## src/rtl/mux_scan_sequencer_if.sv

```systemverilog
// Channel-address / sample handshake bundle between the scan sequencer (master)
// and the mux decoder + ADC capture side (slave).
interface mux_scan_sequencer_if #(
  parameter int ADDR_W = 6
);
  logic [ADDR_W-1:0] addr;
  logic              sample_req;
  logic              sample_ack;

  modport master (
    output addr,
    output sample_req,
    input  sample_ack
  );

  modport slave (
    input  addr,
    input  sample_req,
    output sample_ack
  );
endinterface

```

## src/rtl/mux_scan_sequencer.sv

```systemverilog
// Steps the mux decoder address across a programmed channel range, settling and
// handshaking one ADC sample per channel. Optional channel skipping: CHAN_SKIP_EN.
module mux_scan_sequencer #(
  parameter int ADDR_W      = 6,
  parameter int SETTLE_CYC  = 1000,
  parameter int ACK_TIMEOUT = 65535,
  parameter int CNT_W       = 16
) (
  input  logic                   clk,
  input  logic                   rst_n,
  input  logic                   start,
  input  logic                   stop,
  input  logic                   continuous,
  input  logic [ADDR_W-1:0]      first_ch,
  input  logic [ADDR_W-1:0]      last_ch,
`ifdef CHAN_SKIP_EN
  input  logic [(1<<ADDR_W)-1:0] skip_mask,
`endif
  output logic                   busy,
  output logic                   sweep_done,
  output logic                   timeout_err,
  mux_scan_sequencer_if.master   bus
);

  typedef enum logic [1:0] {
    IDLE   = 2'd0,
    SEEK   = 2'd1,
    SETTLE = 2'd2,
    REQ    = 2'd3
  } state_t;

  localparam logic [CNT_W-1:0]  SETTLE_LOAD = CNT_W'(SETTLE_CYC - 1);
  localparam logic [CNT_W-1:0]  TMO_LAST    = CNT_W'(ACK_TIMEOUT - 1);
  localparam logic [CNT_W-1:0]  CNT_ZERO    = {CNT_W{1'b0}};
  localparam logic [CNT_W-1:0]  CNT_ONE     = {{(CNT_W-1){1'b0}}, 1'b1};
  localparam logic [ADDR_W-1:0] ADDR_ONE    = {{(ADDR_W-1){1'b0}}, 1'b1};

  state_t            state_r, state_nxt_s;
  logic [ADDR_W-1:0] addr_r, addr_nxt_s;
  logic [ADDR_W-1:0] first_r, first_nxt_s;
  logic [ADDR_W-1:0] last_r, last_nxt_s;
  logic              cont_r, cont_nxt_s;
  logic [CNT_W-1:0]  settle_r, settle_nxt_s;
  logic [CNT_W-1:0]  tmo_r, tmo_nxt_s;
  logic              req_r, req_nxt_s;
  logic              busy_r, busy_nxt_s;
  logic              done_r, done_nxt_s;
  logic              terr_r, terr_nxt_s;

  state_t            adv_state_s;
  logic [ADDR_W-1:0] adv_addr_s;
  logic              adv_done_s;
  logic              skip_s;

`ifdef CHAN_SKIP_EN
  assign skip_s = skip_mask[addr_r];
`else
  assign skip_s = 1'b0;
`endif

  // Where the sweep goes after the current channel is finished (sampled or skipped).
  always_comb begin
    adv_state_s = SEEK;
    adv_addr_s  = addr_r + ADDR_ONE;
    adv_done_s  = 1'b0;
    if (addr_r == last_r) begin
      adv_done_s = 1'b1;
      if (cont_r) begin
        adv_addr_s  = first_r;
        adv_state_s = SEEK;
      end else begin
        adv_addr_s  = addr_r;
        adv_state_s = IDLE;
      end
    end else begin
      adv_done_s = 1'b0;
    end
  end

  // Next-state and next-output logic; stop overrides everything, including start.
  always_comb begin
    state_nxt_s  = state_r;
    addr_nxt_s   = addr_r;
    first_nxt_s  = first_r;
    last_nxt_s   = last_r;
    cont_nxt_s   = cont_r;
    settle_nxt_s = settle_r;
    tmo_nxt_s    = tmo_r;
    req_nxt_s    = req_r;
    done_nxt_s   = 1'b0;
    terr_nxt_s   = terr_r;
    if (stop) begin
      state_nxt_s = IDLE;
      req_nxt_s   = 1'b0;
    end else begin
      case (state_r)
        IDLE: begin
          if (start) begin
            first_nxt_s = first_ch;
            last_nxt_s  = last_ch;
            cont_nxt_s  = continuous;
            addr_nxt_s  = first_ch;
            terr_nxt_s  = 1'b0;
            state_nxt_s = SEEK;
          end else begin
            state_nxt_s = IDLE;
          end
        end
        SEEK: begin
          if (skip_s) begin
            addr_nxt_s  = adv_addr_s;
            done_nxt_s  = adv_done_s;
            state_nxt_s = adv_state_s;
          end else begin
            settle_nxt_s = SETTLE_LOAD;
            state_nxt_s  = SETTLE;
          end
        end
        SETTLE: begin
          if (settle_r == CNT_ZERO) begin
            req_nxt_s   = 1'b1;
            tmo_nxt_s   = CNT_ZERO;
            state_nxt_s = REQ;
          end else begin
            settle_nxt_s = settle_r - CNT_ONE;
          end
        end
        REQ: begin
          // An ack arriving on the timeout cycle itself still counts as in time.
          if (bus.sample_ack) begin
            req_nxt_s   = 1'b0;
            addr_nxt_s  = adv_addr_s;
            done_nxt_s  = adv_done_s;
            state_nxt_s = adv_state_s;
          end else if (tmo_r == TMO_LAST) begin
            req_nxt_s   = 1'b0;
            terr_nxt_s  = 1'b1;
            tmo_nxt_s   = tmo_r + CNT_ONE;
            state_nxt_s = IDLE;
          end else begin
            tmo_nxt_s = tmo_r + CNT_ONE;
          end
        end
        default: begin
          req_nxt_s   = 1'b0;
          state_nxt_s = IDLE;
        end
      endcase
    end
    busy_nxt_s = (state_nxt_s != IDLE);
  end

  // State, configuration, counters and registered outputs.
  always_ff @(posedge clk) begin
    if (!rst_n) begin
      state_r  <= IDLE;
      addr_r   <= {ADDR_W{1'b0}};
      first_r  <= {ADDR_W{1'b0}};
      last_r   <= {ADDR_W{1'b0}};
      cont_r   <= 1'b0;
      settle_r <= CNT_ZERO;
      tmo_r    <= CNT_ZERO;
      req_r    <= 1'b0;
      busy_r   <= 1'b0;
      done_r   <= 1'b0;
      terr_r   <= 1'b0;
    end else begin
      state_r  <= state_nxt_s;
      addr_r   <= addr_nxt_s;
      first_r  <= first_nxt_s;
      last_r   <= last_nxt_s;
      cont_r   <= cont_nxt_s;
      settle_r <= settle_nxt_s;
      tmo_r    <= tmo_nxt_s;
      req_r    <= req_nxt_s;
      busy_r   <= busy_nxt_s;
      done_r   <= done_nxt_s;
      terr_r   <= terr_nxt_s;
    end
  end

  assign bus.addr       = addr_r;
  assign bus.sample_req = req_r;
  assign busy           = busy_r;
  assign sweep_done     = done_r;
  assign timeout_err    = terr_r;

endmodule

```

## src/flat_wrapper.sv

```systemverilog
// flat-port wrapper written by rule: the top's interface ports become plain ports
module mux_scan_sequencer_flat 
#(
  parameter int ADDR_W      = 6,
  parameter int SETTLE_CYC  = 1000,
  parameter int ACK_TIMEOUT = 65535,
  parameter int CNT_W       = 16
)
  (clk, rst_n, start, stop, continuous, first_ch, last_ch, busy, sweep_done, timeout_err, bus_addr, bus_sample_req, bus_sample_ack);
  mux_scan_sequencer_if #(.ADDR_W(ADDR_W)) bus_i ();
  input  logic clk;
  input  logic rst_n;
  input  logic start;
  input  logic stop;
  input  logic continuous;
  input  logic [ADDR_W-1:0] first_ch;
  input  logic [ADDR_W-1:0] last_ch;
  output logic busy;
  output logic sweep_done;
  output logic timeout_err;
  output wire logic [$bits(bus_i.addr)-1:0] bus_addr;
  output wire logic [$bits(bus_i.sample_req)-1:0] bus_sample_req;
  input wire logic [$bits(bus_i.sample_ack)-1:0] bus_sample_ack;
  assign bus_addr = bus_i.addr;
  assign bus_sample_req = bus_i.sample_req;
  assign bus_i.sample_ack = bus_sample_ack;
  mux_scan_sequencer #(.ADDR_W(ADDR_W), .SETTLE_CYC(SETTLE_CYC), .ACK_TIMEOUT(ACK_TIMEOUT), .CNT_W(CNT_W)) u_core (.clk(clk), .rst_n(rst_n), .start(start), .stop(stop), .continuous(continuous), .first_ch(first_ch), .last_ch(last_ch), .busy(busy), .sweep_done(sweep_done), .timeout_err(timeout_err), .bus(bus_i));
endmodule
```

## config.mk

```make
export PLATFORM = sky130hd
export DESIGN_NAME = mux_scan_sequencer_flat
export DESIGN_NICKNAME = d
export VERILOG_FILES = /design/src/rtl/mux_scan_sequencer_if.sv /design/src/rtl/mux_scan_sequencer.sv /design/src/flat_wrapper.sv
export SDC_FILE = /design/constraint.sdc
export NUM_CORES = 1
export LEC_CHECK = 0
export ABC_AREA = 1
export CORE_ASPECT_RATIO = 1.4
export CORE_MARGIN = 2
export CORE_UTILIZATION = 30
export CTS_BUF_LIST = sky130_fd_sc_hd__clkbuf_2
export CTS_CLUSTER_SIZE = 8
export DETAILED_ROUTE_END_ITERATION = 12
export SYNTH_ARGS = -nofsm -noshare
export SYNTH_HDL_FRONTEND = slang
export SYNTH_SLANG_ARGS = --single-unit
```

## constraint.sdc

```tcl
create_clock -name clk -period 3.85 [get_ports clk]
set_clock_uncertainty 0.15 [all_clocks]
set_input_delay 0.77 -clock clk [delete_from_list [all_inputs] [get_ports clk]]
set_output_delay 0.77 -clock clk [all_outputs]
set_load 0.1 [all_outputs]
```

==> flow_metrics.py, run 1 <==
metrics = {
    "power_and_ir_drop": {
        "combPwrFrac_pct": 23.1,
        "vdd_drop_max_mv": 0.154,
        "power.switching_mw": 0.463,
        "power_density_nw_per_um2": 336,
        "p_clk_share_pct": 28.9,
        "p_int_mw": 0.864,
        "switching_share_pct": 34.9,
        "p_leak_nw": 1.67,
        "seqPwrFrac_pct": 48.0,
    },
    "synthesis": {
        "synth_simple_gate_area_share_pct": 39.5,
        "ys_seq_area_share_pct": 33.1,
        "synth_compound_area_share_pct": 10.8,
        "yosys_warnings": 0,
        "syn_area_sq_um": 3450,
        "netlist.area_leader.share_pct": 33.1,
        "synthAdderAreaFrac_pct": 3.63,
        "synth_xor_xnor_area_share_pct": 3.81,
        "ys_ff_latch": 57,
        "synth_top_family_by_area": "simple AND/OR/NAND/NOR gates",
        "async_reset_ff_share_pct": 0,
        "synthCells": 533,
        "synth-edff-count": 0,
        "synth.avg_cell_area_sq_um": 6.46,
        "synth.top_cells.by_area": "dfxtp_1, nand2_1, nor2_1",
        "synth.distinct_cells": 35,
        "synthMuxAreaShare_pct": 0,
        "synth_ff_type": "dfxtp_1",
        "yosysTopAreaCell": "dfxtp_1",
        "syn-num-nets": 561,
    },
    "clock_network": {
        "htreeDepth": 3,
        "cts.hold.buffers_added": 0,
        "cts_buffers": 9,
        "cts_sinks": 57,
        "clkTransAtPathRegs_ps": 180,
        "clk_path_buf_depth": 2,
        "cts_tree": "done",
        "postCtsResizedCells": 0,
        "post_cts_buffers": 0,
        "clock_latency_ps": 500,
        "cts_root_buffer": "clkbuf_2",
    },
    "route": {
        "ant_nets": 0,
        "wl_um": 8380,
        "viasPerCell": 4.72,
        "vias": 3344,
        "routedWlPerCell_um": 11.8,
        "dr.pass1.iters": 4,
        "initialDrtViolationCount": 157,
        "remaining_drc_errors": 0,
    },
    "finish": {
        "antennaDiodeCount": 0,
        "multi_input_area_sq_um": 1990,
        "n_fill_cell": 1244,
        "fin_cells": 709,
        "fin_nets": 588,
        "drive_gt1_share_pct": 8.67,
        "area.growth.synth_to_final_pct": 14.6,
        "register_area_sq_um": 1140,
    },
    "placement": {
        "io_buffers": 27,
        "dpl.hpwl_um": 6140,
        "gp_congestion": 0.887,
        "dp.cells": 693,
    },
    "timing": {
        "rsz0062_at_grt": "no",
        "maxSlewViolCount": 0,
        "finalCriticalPeriod_ps": 3110,
        "setup_violations": 0,
        "timing.final.crit_share_pct": 80.7,
        "max_slew_margin_pct": 34.8,
        "fin_tns_setup_ps": 0,
        "worst_pin_slew_ps": 975,
        "hold_violations": 0,
        "fmax_mhz": 322,
    },
    "min_path": {
        "hp-start": "u_core.first_r[5]$_SDFFE_PN0P_",
        "hp-class": "register to register",
    },
    "floorplan": {
        "die_h_um": 131,
        "die_w_um": 94.6,
        "start_util_pct": 30.5,
        "die_area_sq_um": 12400,
        "core_sq_um": 11300,
        "fp-row-count": 46,
        "ios": 28,
    },
    "global_routing": {
        "grt_pass1_vias": 3075,
        "grt_pass1_wl_um": 13500,
        "grt_max_degree": 26,
        "overflow": 0,
        "grt.total_usage_pct": 13.9,
        "antenna_found_initial": 0,
    },
    "critical_path": {
        "critPathBufInv": 1,
        "cp_cell_sequence": "clkdlybuf4s50_1",
        "path_class": "register to output port",
        "reg2reg_from": "u_core.state_r[0]$_SDFF_PN0_",
        "critical_path.top_delay_family": "buffers and inverters",
        "slowest_delay_ps": 1190,
        "cp.required_ps": 2930,
        "end_kind": "output port",
        "slowest_stage": "clkdlybuf4s50_1",
        "start_kind": "register",
        "worst-path-max-fanout": 7,
        "worstSetupStartpoint": "u_core.bus.addr[0]$_SDFFE_PN0P_",
        "arrival_ps": 2190,
    },
    "status": {
        "status": "finished, final reports clean",
    },
    "job": {
        "max_cap_viol_count": 0,
    },
}
[layout make-up]
cell class	instances	area share, %
Timing Repair Buffer	30	7.42
Sequential cell	57	28.9
Clock inverter	6	1.49
Clock buffer	10	1.27
Tap cell	144	4.56
Multi-Input combinational cell	401	50.4
Inverter	61	5.93
[registers in the layout (all words and copies together), names as in the netlist]
name / flops
u_core.state_r: 2
u_core.first_r: 6
u_core.timeout_err: 1
u_core.cont_r: 1
u_core.busy: 1
u_core.last_r: 6
u_core.sweep_done: 1
u_core.settle_r: 16
u_core.bus.sample_req: 1
u_core.tmo_r: 16
u_core.bus.addr: 6
[synthesized netlist by cell type (4+ instances only)]
library cell,count
o21ai_0,23
ha_1,10
nand2_1,146
nand3_1,37
dfxtp_1,57
nand4_1,10
clkbuf_1,7
inv_1,55
nor2_1,82
inv_2,5
xor2_1,12
nor3_1,5
nor2_2,5
buf_2,4
a21oi_1,38
a21oi_2,4
[through the flow]
| step | power, mW | cell area [sq um] | setup slack (ps) | hold slack (ps) | util [%] |
|---|---|---|---|---|---|
| 3_3_place_gp | 0.951 | 3840 | 1320 | 288 | 34.0 |
| 4_1_cts | 1.34 | 3950 | 702 | 322 | 35.0 |
| 6_report | 1.33 | 3950 | 743 | 318 | 35.0 |
| 5_1_grt | 1.39 | 3950 | 683 | 353 | 35.0 |
| 2_1_floorplan | 0.876 | 3450 | 1660 | 280 | - |
| 3_5_place_dp | 0.955 | 3840 | 1310 | 299 | 34.0 |
[final timing paths]
path / to / slack (ps) / cells past startpoint
max: bus_addr[0] / 740 / 1
min: u_core.first_r[5]$_SDFFE_PN0P_ / 320 / 2
max reg2reg: u_core.settle_r[10]$_SDFFE_PN0P_ / 1560 / 11
min reg2reg: u_core.first_r[5]$_SDFFE_PN0P_ / 320 / 2
[worst min-delay path: cells and delay by family, from the launching register on]
family | cells | cell delay, ps
DFF | 1 | 340
buffers and inverters | 1 | 60
AOI/OAI and AO/OA | 1 | 50
[metal layers]
metal,up-vias,GRT usage [%],wire [um]
met1,1535,15.5,3720
met5,-,0,0
met2,46,25.0,4240
met3,14,2.69,260
li1,1749,-,-
met4,0,6.99,161
[cell usage in the layout (no fill, tap or decap), types with 4 or more instances in the layout]
cell type,n
nor3_1,5
inv_2,5
o21ai_0,23
nand4_1,10
a21oi_2,4
clkbuf_2,10
inv_1,55
ha_1,10
nand3_1,37
clkdlybuf4s50_1,27
nand2_1,146
dfxtp_1,57
a21oi_1,38
xor2_1,12
nor2_1,82
nor2_2,5
[power groups by stage]
stage | clock, mW | combinational, mW | sequential, mW
3_5_place_dp | 0 | 0.306 | 0.649
6_report | 0.384 | 0.307 | 0.636
4_1_cts | 0.398 | 0.307 | 0.637
2_1_floorplan | 0 | 0.187 | 0.690
3_3_place_gp | 0 | 0.302 | 0.648
5_1_grt | 0.414 | 0.338 | 0.640
[cell families (layout without fill, tap and decap cells)]
family,Yosys count,in the layout
simple gates,306,306
xor+xnor,15,15
buf+inv,75,107
fa+ha+maj,10,10
compound gates,70,70
flops,57,57
Power figures use the tool's default switching activity.
==> inputs of run 2 (changes only) <==
Clock period 3.85 ns to 2.7 ns, I/O delays scaled along.
==> flow_metrics.py, run 2 (synthesis results as in run 1) <==
metrics = {
    "critical_path": {
        "r2r_setup_slack_ps": 390,
        "start_kind": "register",
        "end_kind": "register",
        "reg2reg_depth": 11,
        "path_class": "register to register",
        "reg2reg_from": "u_core.state_r[0]$_SDFF_PN0_",
        "cp.required_ps": 2950,
        "r2r-end": "u_core.settle_r[10]$_SDFFE_PN0P_",
        "arrival_ps": 2560,
        "worst-path-max-fanout": 15,
    },
    "job": {
        "max_cap_viol_count": 0,
    },
    "timing": {
        "maxSlewViolCount": 0,
        "fin_tns_setup_ps": 0,
        "hold_violations": 0,
        "setup_violations": 0,
        "rsz0062_at_grt": "no",
        "finalCriticalPeriod_ps": 2310,
        "worst_pin_slew_ps": 652,
        "timing.final.crit_share_pct": 85.6,
        "fmax_mhz": 433,
        "fin_ws_ps": 388,
        "max_slew_margin_pct": 56.5,
    },
    "placement": {
        "io_buffers": 27,
        "place_area_sq_um": 3830,
        "dpl.hpwl_um": 6160,
        "post-place-ws_ps": 347,
        "gp_congestion": 0.823,
    },
    "global_routing": {
        "overflow": 0,
        "grt_pass1_wl_um": 14000,
        "grt_max_degree": 26,
        "grt_pass1_vias": 3211,
        "grt.total_usage_pct": 14.4,
        "antenna_found_initial": 0,
    },
    "finish": {
        "final_cell_mix": "nand2_1, nor2_1, dfxtp_1",
        "register_area_sq_um": 1140,
        "finalInstanceArea_sq_um": 3940,
        "n_fill_cell": 1271,
        "layout_commonest_cell": "nand2_1",
        "fin_util_pct": 34.9,
        "multi_input_area_sq_um": 1990,
        "drive_gt1_share_pct": 10.4,
        "fin_nets": 590,
        "reg_top3": "u_core.settle_r x16, u_core.tmo_r x16",
        "area.growth.synth_to_final_pct": 14.3,
    },
    "clock_network": {
        "cts.hold.buffers_added": 0,
        "clkTransAtPathRegs_ps": 180,
        "htreeDepth": 3,
        "cts_sinks": 57,
        "postCtsResizedCells": 0,
        "clock_latency_ps": 480,
        "cts_tree": "done",
        "clk_path_buf_depth": 2,
        "cts_root_buffer": "clkbuf_2",
        "post_cts_buffers": 0,
        "cts_buffers": 9,
    },
    "min_path": {
        "hp-start": "u_core.first_r[3]$_SDFFE_PN0P_",
        "min_path_cells": 2,
        "hp-class": "register to register",
        "min_to": "u_core.first_r[3]$_SDFFE_PN0P_",
    },
    "power_and_ir_drop": {
        "power_density_nw_per_um2": 477,
        "p_clk_share_pct": 28.6,
        "p_leak_nw": 1.69,
        "vdd_drop_max_mv": 0.211,
        "combPwrFrac_pct": 23.1,
        "power.switching_mw": 0.657,
        "seqPwrFrac_pct": 48.4,
        "switching_share_pct": 35.0,
        "p_int_mw": 1.22,
    },
    "floorplan": {
        "die_w_um": 94.6,
        "core_sq_um": 11300,
        "die_h_um": 131,
        "start_util_pct": 30.5,
        "ios": 28,
        "fp-row-count": 46,
        "die_area_sq_um": 12400,
    },
    "route": {
        "ant_nets": 0,
        "dr.pass1.iters": 4,
        "wl_um": 8380,
        "viasPerCell": 4.72,
        "vias": 3364,
        "remaining_drc_errors": 0,
        "initialDrtViolationCount": 137,
        "routedWlPerCell_um": 11.8,
    },
    "status": {
        "status": "finished, final reports clean",
    },
}
[run 2: layer usage]
metal,GRT usage (%),share of wire (%),up-vias
li1,-,-,1745
met1,15.5,43,1547
met2,26.2,52,59
met3,3.38,3.1,13
met4,6.99,1.8,0
met5,0,0,-
[run 2: layout make-up]
| type | count | area share, % |
|---|---|---|
| Inverter | 61 | 5.94 |
| Antenna cell | 1 | 0.0636 |
| Tap cell | 144 | 4.58 |
| Timing Repair Buffer | 32 | 7.18 |
| Multi-Input combinational cell | 401 | 50.6 |
| Sequential cell | 57 | 29.0 |
| Clock buffer | 9 | 1.14 |
| Clock inverter | 7 | 1.56 |
[run 2: power groups by stage]
stage	Combinational (mW)	Clock [mW]	Sequential [mW]
floorplan	0.266	0	0.983
global placement	0.427	0	0.926
detailed placement	0.434	0	0.926
CTS	0.435	0.570	0.909
global route	0.483	0.605	0.913
finish	0.433	0.536	0.909
[run 2: worst max-delay path, stage by stage (launching register included)]
cell and delay, ps:
dfxtp_1 370, inv_1 140, ha_1 420, nand4_1 210, nor2_4 130, nand2_4 80
nand2_2 240, inv_2 190, nand3b_1 140, nand2_1 60, nand2_1 50, nor2_1 40
[run 2: how the worst max path moves through the flow]
| stage | slack, ps | startpoint | to |
|---|---|---|---|
| 6_report | 390 | u_core.state_r[0]$_SDFF_PN0_ | u_core.settle_r[10]$_SDFFE_PN0P_ |
| 5_1_grt | 190 | u_core.state_r[0]$_SDFF_PN0_ | u_core.settle_r[10]$_SDFFE_PN0P_ |
| 4_1_cts | 380 | u_core.state_r[0]$_SDFF_PN0_ | u_core.settle_r[10]$_SDFFE_PN0P_ |
| 3_5_place_dp | 350 | stop | u_core.last_r[0]$_SDFFE_PN0P_ |
| 3_3_place_gp | 410 | stop | u_core.last_r[0]$_SDFFE_PN0P_ |
| 2_1_floorplan | 510 | u_core.bus.addr[5]$_SDFFE_PN0P_ | u_core.bus.addr[0]$_SDFFE_PN0P_ |
[run 2: metrics by stage]
stage	cells	hold slack, ps	power, mW
2_1_floorplan	533	280	1.25
3_3_place_gp	695	295	1.35
3_5_place_dp	695	300	1.36
4_1_cts	711	322	1.91
5_1_grt	711	339	2.00
6_report	712	322	1.88
==> inputs of run 3 (changes only) <==
Clock period 2.7 ns to 2.6 ns, I/O delays scaled along.
==> flow_metrics.py, run 3 (synthesis results as in run 1) <==
metrics = {
    "status": {
        "status": "finished, final reports clean",
    },
    "power_and_ir_drop": {
        "power_density_nw_per_um2": 503,
        "p_leak_nw": 1.70,
        "vdd_drop_max_mv": 0.194,
    },
    "critical_path": {
        "arrival_ps": 2590,
        "end_kind": "register",
        "start_kind": "register",
        "reg2reg_from": "u_core.state_r[0]$_SDFF_PN0_",
        "r2r-end": "u_core.settle_r[10]$_SDFFE_PN0P_",
        "path_class": "register to register",
        "worst-path-max-fanout": 15,
        "reg2reg_depth": 11,
        "r2r_setup_slack_ps": 310,
        "cp.required_ps": 2900,
    },
    "route": {
        "initialDrtViolationCount": 119,
        "remaining_drc_errors": 0,
        "ant_nets": 0,
        "dr.pass1.iters": 5,
        "wl_um": 8380,
        "viasPerCell": 4.65,
        "routedWlPerCell_um": 11.8,
        "vias": 3314,
    },
    "global_routing": {
        "grt_max_degree": 26,
        "antenna_found_initial": 1,
        "grt_pass1_wl_um": 14000,
        "grt.total_usage_pct": 14.4,
        "overflow": 0,
        "grt_pass1_vias": 3118,
    },
    "clock_network": {
        "clkTransAtPathRegs_ps": 190,
        "htreeDepth": 3,
        "cts_tree": "done",
        "cts.hold.buffers_added": 0,
        "post_cts_buffers": 0,
        "postCtsResizedCells": 0,
        "clk_path_buf_depth": 2,
        "cts_root_buffer": "clkbuf_2",
        "cts_sinks": 57,
        "clock_latency_ps": 520,
        "cts_buffers": 9,
    },
    "timing": {
        "max_slew_margin_pct": 56.1,
        "setup_violations": 0,
        "hold_violations": 0,
        "fin_tns_setup_ps": 0,
        "rsz0062_at_grt": "no",
        "fin_ws_ps": 312,
        "fmax_mhz": 437,
        "maxSlewViolCount": 0,
        "finalCriticalPeriod_ps": 2290,
        "timing.final.crit_share_pct": 88.0,
        "worst_pin_slew_ps": 658,
    },
    "finish": {
        "final_cell_mix": "nand2_1, nor2_1, dfxtp_1",
        "reg_top3": "u_core.settle_r x16, u_core.tmo_r x16",
        "multi_input_area_sq_um": 1990,
        "area.growth.synth_to_final_pct": 14.6,
        "drive_gt1_share_pct": 10.8,
        "n_fill_cell": 1235,
        "register_area_sq_um": 1140,
        "finalInstanceArea_sq_um": 3950,
        "layout_commonest_cell": "nand2_1",
        "fin_nets": 590,
    },
    "floorplan": {
        "core_sq_um": 11300,
        "ios": 28,
        "die_h_um": 131,
        "die_area_sq_um": 12400,
        "start_util_pct": 30.5,
        "die_w_um": 94.6,
        "fp-row-count": 46,
    },
    "placement": {
        "gp_congestion": 0.819,
        "place_area_sq_um": 3830,
        "io_buffers": 27,
        "post-place-ws_ps": 278,
        "dpl.hpwl_um": 6240,
    },
    "min_path": {
        "hp-class": "register to register",
        "min_to": "u_core.first_r[2]$_SDFFE_PN0P_",
        "min_path_cells": 2,
        "hp-start": "u_core.first_r[2]$_SDFFE_PN0P_",
    },
    "job": {
        "max_cap_viol_count": 0,
    },
}
run 3: metal layers:
metal / vias up / routed length [um] / GRT usage [%]
met5: - / 0 / 0
met4: 0 / 177 / 6.65
met3: 10 / 212 / 2.58
met2: 43 / 4370 / 26.8
met1: 1513 / 3620 / 15.7
li1: 1748 / - / -
run 3: per-stage QoR:
step	hold slack (ps)	power, mW	utilization [%]	std cells
3_5_place_dp	304	1.41	33.9	695
5_1_grt	350	2.11	35.0	712
3_3_place_gp	295	1.41	33.9	695
2_1_floorplan	280	1.30	-	533
6_report	320	1.99	35.0	712
4_1_cts	327	2.02	35.0	711
run 3: cell type report:
class,count,area share (%)
clock inverter,7,1.81
inverter,61,5.93
timing repair buffer,32,7.16
antenna,1,0.0634
multi-input combinational,401,50.4
clock buffer,9,1.14
tap,144,4.56
sequential,57,28.9
run 3: how the worst max path moves through the flow:
stage | start | end | slack (ps) | cells after the start
3_3_place_gp | stop | u_core.last_r[0]$_SDFFE_PN0P_ | 330 | 5
3_5_place_dp | stop | u_core.settle_r[10]$_SDFFE_PN0P_ | 280 | 10
4_1_cts | u_core.state_r[0]$_SDFF_PN0_ | u_core.settle_r[10]$_SDFFE_PN0P_ | 290 | 11
5_1_grt | u_core.state_r[0]$_SDFF_PN0_ | u_core.tmo_r[11]$_SDFFE_PN0P_ | 90 | 10
2_1_floorplan | u_core.bus.addr[5]$_SDFFE_PN0P_ | u_core.bus.addr[0]$_SDFFE_PN0P_ | 410 | 11
6_report | u_core.state_r[0]$_SDFF_PN0_ | u_core.settle_r[10]$_SDFFE_PN0P_ | 310 | 11
run 3: worst max-delay path: stages, from the launching register on:
cell and delay (ps):
dfxtp_1 370, inv_1 140, ha_1 420, nand4_1 210, nor2_4 130, nand2_4 70
nand2_2 230, inv_2 190, nand3b_1 150, nand2_1 60, nand2_1 50, nor2_1 40
run 3: power by group:
part,internal [mW],switching [mW]
Sequential,0.910,0.0330
Clock,0.219,0.375
Combinational,0.148,0.301
Total,1.28,0.710
==> variant: new RTL, flow settings as in run 1 <==
Make the reset (`rst_n`) asynchronous in one clocked block.
--- a/src/rtl/mux_scan_sequencer.sv
+++ b/src/rtl/mux_scan_sequencer.sv
@@ -152,5 +152,5 @@
 
   // State, configuration, counters and registered outputs.
-  always_ff @(posedge clk) begin
+  always_ff @(posedge clk or negedge rst_n) begin
     if (!rst_n) begin
       state_r  <= IDLE;
Function: differs if rst_n is asserted again (counterexample within 4 cycles, from zero or initial values and one cycle with rst_n low); with rst_n held inactive, the same outputs for 10 cycles.
==> variant against run 1 <==
Worst setup slack got worse by 59 ps. Area after synthesis rose by 3.4%. Wire length rose by 1.8%. Sequential cell count did not move. Design area rose by 3.0%. Register-to-register slack got worse by 320 ps. Sequential share of layout area rose by 6.2 points.
Power is not compared: it rests on default switching activity, and its combinational part moved more than twofold at a synthesized area within 25%.
==> variant: results (changes against run 1) <==
Status = finished, final reports clean (unchanged)
Top cells by count, synth = 127 x nand2_1, 57 x dfrtp_1, 57 x nor2_1, 50 x inv_1, 38 x nand3_1 (was 146 x nand2_1, 82 x nor2_1, 57 x dfxtp_1, 55 x inv_1, 38 x a21oi_1)
Flop-to-flop setup slack = 1240 ps (was 1560 ps)
CP Launch Point = u_core.bus.addr[0] (unchanged)
Mux cell area share after synthesis = 0.009477 (was 0)
Worst-Margin Slew = 978.7 ps (was 974.7 ps)
Ys async rst share = 1.000 (was 0)
Via/cell ratio = 4.841 (was 4.717)
Number of global-route vias before repair = 3150 (was 3075)
XOR/XNOR Fraction of Synth Area = 0.04423 (was 0.03813)
Placed wire-length estimate = 6.313 mm (was 6.143 mm)
DP Area = 3963 um^2 (was 3839 um^2)
RR Startpoint = u_core.state_r[0] (unchanged)
Worst Hold Class = in2async (was reg2reg)
Period utilization = 0.8222 (was 0.8069)
Layout Nets = 537 (was 588)
R2r worst-path depth = 8 (was 11)
Initial antenna violation count = 1 (was 0)
Critical-path maximum fanout = 8 (was 7)
CP Data Arrival Time = 2250 ps (was 2190 ps)
Share of layout cells above drive strength 1 = 0.07393 (was 0.08673)
Synth Area in Compound Gates = 0.09968 (was 0.1082)
Area contributors post-synth = dfrtp_1 40%, nand2_1 13%, nor2_1 6.0%, nand3_1 5.3%, inv_1 5.3% (was dfxtp_1 33%, nand2_1 16%, nor2_1 8.9%, inv_1 6.0%, a21oi_1 5.5%)
Synth cell types = 34 (was 35)
Worst-Skew Late Latency = 520 ps (was 500 ps)
Seq/Total Area, Yosys = 0.4001 (was 0.3312)
Post-Synth Adder-Cell Area = 0.03510 (was 0.03631)
Starting DRC count in detailed routing = 179 (was 157)
FF-to-FF End = u_core.tmo_r[9] (was u_core.settle_r[10])
GP Congestion = 0.8785 (was 0.8873)
Largest net degree at the start of global routing = 39 (was 26)
DR WL/cell = 12.88 um (was 11.82 um)
CP Class = reg2out (unchanged)
Biggest regs = u_core.settle_r x16, u_core.tmo_r x16 (unchanged)
-- variant: layer usage --
metal / track usage / vias up / share of wire
met5: 0 / - / 0
met4: 0.06190 / 0 / 0.018
met3: 0.03645 / 10 / 0.039
met2: 0.2562 / 51 / 0.53
met1: 0.1655 / 1529 / 0.42
li1: - / 1615 / -
-- variant: layout make-up --
type                       count  area (um^2)
fill                        1253         7636
sequential                    57         1426
antenna                        1        2.502
clock inverter                 5        46.29
timing repair buffer          30        287.8
inverter                      54        202.7
tap                          147        183.9
clock buffer                  11        55.05
multi-input combinational    357         1862
-- variant: worst max path at each step --
stage / to / depth (start not counted)
after global placement: u_core.cont_r / 6
final: bus_addr[0] / 1
after CTS: bus_addr[0] / 1
after global routing: bus_addr[0] / 1
after floorplan: u_core.bus.addr[2] / 7
after detailed placement: u_core.settle_r[12] / 7
-- variant: stage by stage --
step           hold WS, ps  cells
6_report             179.5    662
5_1_grt              227.1    662
4_1_cts              183.4    661
3_5_place_dp         318.4    645
3_3_place_gp         316.5    645
2_1_floorplan        294.4    480
